**config.mk**
```make
export PLATFORM = sky130hd
export DESIGN_NAME = ir_fetch
export DESIGN_NICKNAME = d
export VERILOG_FILES = /design/src/rtl/ir_fetch_pkg.sv /design/src/rtl/ir_fetch.sv
export SDC_FILE = /design/constraint.sdc
export NUM_CORES = 1
export LEC_CHECK = 0
export BUFFER_PORTS_ARGS = -buffer_cell sky130_fd_sc_hd__buf_4
export CAP_MARGIN = 5
export CORE_MARGIN = 8
export CORE_UTILIZATION = 30
export CTS_BUF_LIST = sky130_fd_sc_hd__clkbuf_4 sky130_fd_sc_hd__clkbuf_8
export CTS_CLUSTER_DIAMETER = 80
export DETAILED_ROUTE_END_ITERATION = 7
export GPL_TIMING_DRIVEN = 0
export PLACE_DENSITY = 0.46
export SLEW_MARGIN = 20
export SYNTH_ARGS = -nofsm -noshare
export SYNTH_HDL_FRONTEND = slang
export SYNTH_SLANG_ARGS = --single-unit
export TNS_END_PERCENT = 50
```
**constraint.sdc**
```tcl
create_clock -name CLK -period 5.21 [get_ports CLK]
set_clock_uncertainty 0.2 [all_clocks]
set_input_delay 0.7815 -clock CLK [delete_from_list [all_inputs] [get_ports CLK]]
set_output_delay 0.7815 -clock CLK [all_outputs]
set_load 0.01 [all_outputs]
```
**src/rtl/ir_fetch_pkg.sv**
```systemverilog
// Shared types and constants for the instruction fetch unit.
package ir_fetch_pkg;

    typedef enum logic [1:0] {
        StIdle  = 2'd0,
        StByte  = 2'd1,
        StReady = 2'd2
    } fetch_state_e;

    localparam int unsigned BYTES_PER_INSTR = 4;
    localparam logic [31:0] INSTR_RESET     = 32'h0;

endpackage

```
**src/rtl/ir_fetch.sv**
```systemverilog
// Instruction fetch: reads four big-endian bytes over req/ack into the instruction register.
// Optional per-byte ack timeout is enabled with macro FETCH_TIMEOUT_EN.
module ir_fetch
    import ir_fetch_pkg::*;
#(
    parameter int unsigned ADDR_W      = 32,
    parameter int unsigned TIMEOUT_CYC = 16
) (
    input  logic              CLK,
    input  logic              RST,
    input  logic [ADDR_W-1:0] addr,
    input  logic              fetch_start,
    output logic [ADDR_W-1:0] mem_addr,
    output logic              mem_rd,
    input  logic [7:0]        mem_rdata,
    input  logic              mem_ack,
    input  logic              IRWre,
    output logic [31:0]       instr,
    output logic              ready,
    output logic              busy,
    output logic              misalign,
    output logic              fault
);

    localparam logic [1:0] LastIdx = 2'(BYTES_PER_INSTR - 1);

    fetch_state_e      state_q, state_d;
    logic [ADDR_W-1:0] base_q, base_d;
    logic [1:0]        idx_q, idx_d;
    logic [31:0]       buf_q, buf_d;
    logic [ADDR_W-1:0] mem_addr_q, mem_addr_d;
    logic              mem_rd_q, mem_rd_d;
    logic [31:0]       instr_q, instr_d;
    logic              ready_q, ready_d;
    logic              misalign_q, misalign_d;

`ifdef FETCH_TIMEOUT_EN
    localparam logic [7:0] WaitLast = 8'(TIMEOUT_CYC - 1);

    logic [7:0] wait_q, wait_d;
    logic       fault_q, fault_d;
`endif

    always_comb begin
        state_d    = state_q;
        base_d     = base_q;
        idx_d      = idx_q;
        buf_d      = buf_q;
        mem_addr_d = mem_addr_q;
        mem_rd_d   = mem_rd_q;
        instr_d    = instr_q;
        ready_d    = ready_q;
        misalign_d = misalign_q;
`ifdef FETCH_TIMEOUT_EN
        wait_d     = wait_q;
        fault_d    = fault_q;
`endif
        unique case (state_q)
            StIdle: begin
                if (fetch_start) begin
                    if (addr[1:0] == 2'b00) begin
                        base_d     = addr;
                        idx_d      = 2'd0;
                        mem_addr_d = addr;
                        mem_rd_d   = 1'b1;
                        misalign_d = 1'b0;
                        state_d    = StByte;
`ifdef FETCH_TIMEOUT_EN
                        wait_d     = 8'd0;
                        fault_d    = 1'b0;
`endif
                    end else begin
                        misalign_d = 1'b1;
                    end
                end
            end
            StByte: begin
                if (mem_rd_q && mem_ack) begin
                    // Lane 3-idx: first byte lands in [31:24] (big-endian).
                    buf_d[{~idx_q, 3'b000} +: 8] = mem_rdata;
`ifdef FETCH_TIMEOUT_EN
                    wait_d = 8'd0;
`endif
                    if (idx_q == LastIdx) begin
                        mem_rd_d = 1'b0;
                        ready_d  = 1'b1;
                        state_d  = StReady;
                    end else begin
                        idx_d      = idx_q + 2'd1;
                        mem_addr_d = base_q + ADDR_W'({1'b0, idx_q} + 3'd1);
                    end
                end
`ifdef FETCH_TIMEOUT_EN
                else if (wait_q == WaitLast) begin
                    mem_rd_d = 1'b0;
                    fault_d  = 1'b1;
                    ready_d  = 1'b0;
                    state_d  = StIdle;
                end else begin
                    wait_d = wait_q + 8'd1;
                end
`endif
            end
            StReady: begin
                if (IRWre) begin
                    instr_d = buf_q;
                    ready_d = 1'b0;
                    state_d = StIdle;
                end
            end
            default: state_d = StIdle;
        endcase
    end

    always_ff @(posedge CLK or negedge RST) begin
        if (!RST) begin
            state_q    <= StIdle;
            base_q     <= '0;
            idx_q      <= 2'd0;
            buf_q      <= 32'h0;
            mem_addr_q <= '0;
            mem_rd_q   <= 1'b0;
            instr_q    <= INSTR_RESET;
            ready_q    <= 1'b0;
            misalign_q <= 1'b0;
        end else begin
            state_q    <= state_d;
            base_q     <= base_d;
            idx_q      <= idx_d;
            buf_q      <= buf_d;
            mem_addr_q <= mem_addr_d;
            mem_rd_q   <= mem_rd_d;
            instr_q    <= instr_d;
            ready_q    <= ready_d;
            misalign_q <= misalign_d;
        end
    end

`ifdef FETCH_TIMEOUT_EN
    always_ff @(posedge CLK or negedge RST) begin
        if (!RST) begin
            wait_q  <= 8'd0;
            fault_q <= 1'b0;
        end else begin
            wait_q  <= wait_d;
            fault_q <= fault_d;
        end
    end

    assign fault = fault_q;
`else
    logic unused_timeout;
    assign unused_timeout = ^TIMEOUT_CYC;
    assign fault          = 1'b0;
`endif

    assign mem_addr = mem_addr_q;
    assign mem_rd   = mem_rd_q;
    assign instr    = instr_q;
    assign ready    = ready_q;
    assign busy     = (state_q != StIdle);
    assign misalign = misalign_q;

endmodule

```
==> impl_metrics.json <==
{
  "synthCells": 610,
  "synth_top_area_share_pct": 55.54,
  "placementRows": 52,
  "synth_top_cells_by_area": "dfrtp_1 56%, nand2_1 12%, mux2_2 5.9%",
  "finalCriticalPeriod_ns": 2.683,
  "syn_to_final_growth_pct": 28.02,
  "fin_cells": 1024,
  "antenna_found_initial": 0,
  "start_kind": "flop",
  "die_w_um": 158.4,
  "power.density_nw_per_um2": 510.7,
  "finalSetupViolations": 0,
  "yosysSeqAreaShare_pct": 55.54,
  "dr_wl_met3_mm": 1.032,
  "grt_pass1_vias": 5023,
  "dr.pass1.iters": 4,
  "wire_per_inst_um": 16.94,
  "netlist_area_sq_um": 6082,
  "r2r-end": "mem_addr[22]",
  "route.met2.wl_mm": 8.296,
  "slew_headroom_pct": 40.89,
  "fp.dieH_um": 158.4,
  "io_buffers": 112,
  "hold_end": "buf_q[8]",
  "whs_ns": 0.2812,
  "cts_buffer_depth": 2,
  "dp_cells": 993,
  "dieArea_sq_um": 25090,
  "critPathKind": "reg2reg",
  "ff2ff_path_depth": 8,
  "clk_latency_ns": 0.44,
  "cts_tree": "yes",
  "cap_violations": 0,
  "drc_errors": 0,
  "drt-met1-wl_mm": 7.892,
  "hold_path.class": "reg2reg",
  "critPathMaxFanout": 10,
  "synthArstFlopShare_pct": 100.0,
  "ys_dominant_reg_cell": "dfrtp_1",
  "via_per_inst": 4.695,
  "core_sq_um": 20040,
  "initial_core_util_pct": 30.35,
  "grtUsageTotal_pct": 14.53,
  "h-tree-depth": 4,
  "synth_nets": 663,
  "synth_seq_cells": 135,
  "grt_max_degree": 94,
  "setup_tns_ns": 0,
  "yosysMostFrequentCell": "nand2_1",
  "drive_gt1_share_pct": 26.66,
  "fillerInstances": 2053,
  "drtIter0Drc": 236,
  "grt_pass1_wl_mm": 27.66,
  "rsz0062_at_grt": "no",
  "grt_overflow": 0,
  "ant_nets": 0,
  "io_pins": 114,
  "vdd_drop_max_mv": 0.2060,
  "num_vias": 4808,
  "worstPathArrival_ns": 2.79,
  "status": "finished clean",
  "numCtsBuffers": 17,
  "synth_top_area_cell": "dfrtp_1",
  "crit_required_ns": 5.31,
  "min_period_over_period_pct": 51.50,
  "synth_edf_count": 0,
  "timing.final.max_slew_violations": 0,
  "antenna_cells": 0,
  "synth_commonest_cells": "193 x nand2_1, 135 x dfrtp_1, 50 x o21ai_0",
  "worst_slew_pin_slew_ns": 0.8800,
  "holdPathStages": 2,
  "final_nets": 796,
  "dpl.hpwl_mm": 12.72,
  "leakage_nw": 3.830,
  "finalHoldViolCount": 0,
  "drt_wl_total_mm": 17.35,
  "synth_area_per_cell_sq_um": 9.971,
  "fmax_mhz": 372.7,
  "r2r_setup_slack_ns": 2.53,
  "cts-root-buf": "clkbuf_8",
  "r2r_start": "idx_q[0]",
  "route.top_layer_used": "met4",
  "ys_warn_count": 0,
  "clock-sinks": 135,
  "cp-end-kind": "flop",
  "clk_pin_slew_ns": 0.08,
  "gp_congestion": 0.7726,
  "synth_cell_type_count": 49,
  "hp-start": "buf_q[8]"
}
==> worst max path at each step <==
stage	from	endpoint	cells after the start
final	idx_q[0]	mem_addr[22]	8
after global routing	idx_q[0]	mem_addr[22]	8
after CTS	idx_q[0]	mem_addr[22]	8
after detailed placement	fetch_start	state_q[0]	6
after global placement	fetch_start	state_q[0]	6
after floorplan	idx_q[0]	mem_addr[22]	8
==> worst max-delay path, stage by stage (launching register included) <==
cell and delay (ns):
dfrtp_1 0.48, inv_1 0.15, ha_1 0.24, fa_1 0.47
and4b_1 0.36, buf_4 0.22, nand4_1 0.13, xnor2_1 0.20
o211ai_1 0.10
==> per-stage QoR <==
step	utilization, %	area [sq um]	power (mW)	setup WS, ns
after global placement	36.23	7261	2.927	2.512
after detailed placement	36.41	7296	2.961	2.436
after CTS	38.85	7786	4.042	2.501
after global routing	38.85	7786	4.271	2.392
after floorplan	-	6082	2.381	2.933
final	38.85	7786	3.977	2.527
==> timing repair <==
action                                 in CTS  in global routing
resized for setup                           0                  0
buffers inserted                            0                  0
hold buffers                                1                  0
endpoints found under the hold margin      27                  0
setup endpoints to repair                   0                  0
==> final cells by class <==
cell class                      count  area (sq um)  share of cell area [%]
Timing Repair Buffer              114         885.9                   11.38
Sequential cell                   135          3378                   43.39
Clock inverter                     11         219.0                   2.812
Inverter                           12         45.04                  0.5785
Tap cell                          270         337.8                   4.339
Clock buffer                       19         261.5                   3.359
Multi-Input combinational cell    430          2504                   32.15
Buffer                             33         155.1                   1.993
==> flip-flops by register name, indices dropped and copies added, names as in the netlist <==
register and flops:
base_q 32, buf_q 32, idx_q 2, instr 32, mem_addr 32, mem_rd 1, misalign 1, ready 1
state_q 2
==> cell usage in the layout (no fill, tap or decap), types with 3 or more instances in the layout <==
cell type	synthesis	final
nor2b_1	3	3
ha_1	7	7
inv_1	12	12
a21oi_1	4	4
xor2_1	18	18
clkbuf_1	11	11
and3_1	8	8
nor2_1	19	19
o21ai_1	5	5
and4_1	3	3
buf_1	3	3
o211ai_1	11	11
xnor2_1	9	9
buf_2	16	16
nand3_1	9	9
dfrtp_1	135	135
buf_4	3	114
a22oi_1	5	5
nand4_1	12	12
o21ai_0	50	50
nand2_1	193	193
clkbuf_8	0	19
o221ai_1	3	3
mux2i_1	4	4
nor3_1	5	5
bufinv_16	0	6
mux2_2	32	32
==> routing by layer <==
layer	GRT usage, %	up-vias
li1	-	2326
met1	18.34	2360
met2	23.72	112
met3	4.479	10
met4	3.772	0
met5	0	-
==> report_power, final <==
part           switching, mW  internal, mW
registers              0.290          1.36
logic                  0.722         0.542
clock network          0.419         0.642
==> kinds of logic after synthesis <==
family	after synthesis	synth area share (%)
AND/OR/NAND/NOR	264	19.09
flip-flops	135	55.54
AO/OA/AOI/OAI	94	9.772
buffers and inverters	45	3.291
multiplexers	36	6.583
XOR/XNOR	27	3.888
adder cells (fa/ha/maj)	8	1.769
other	1	0.06166
No activity file was read; power rests on OpenSTA's default activity.
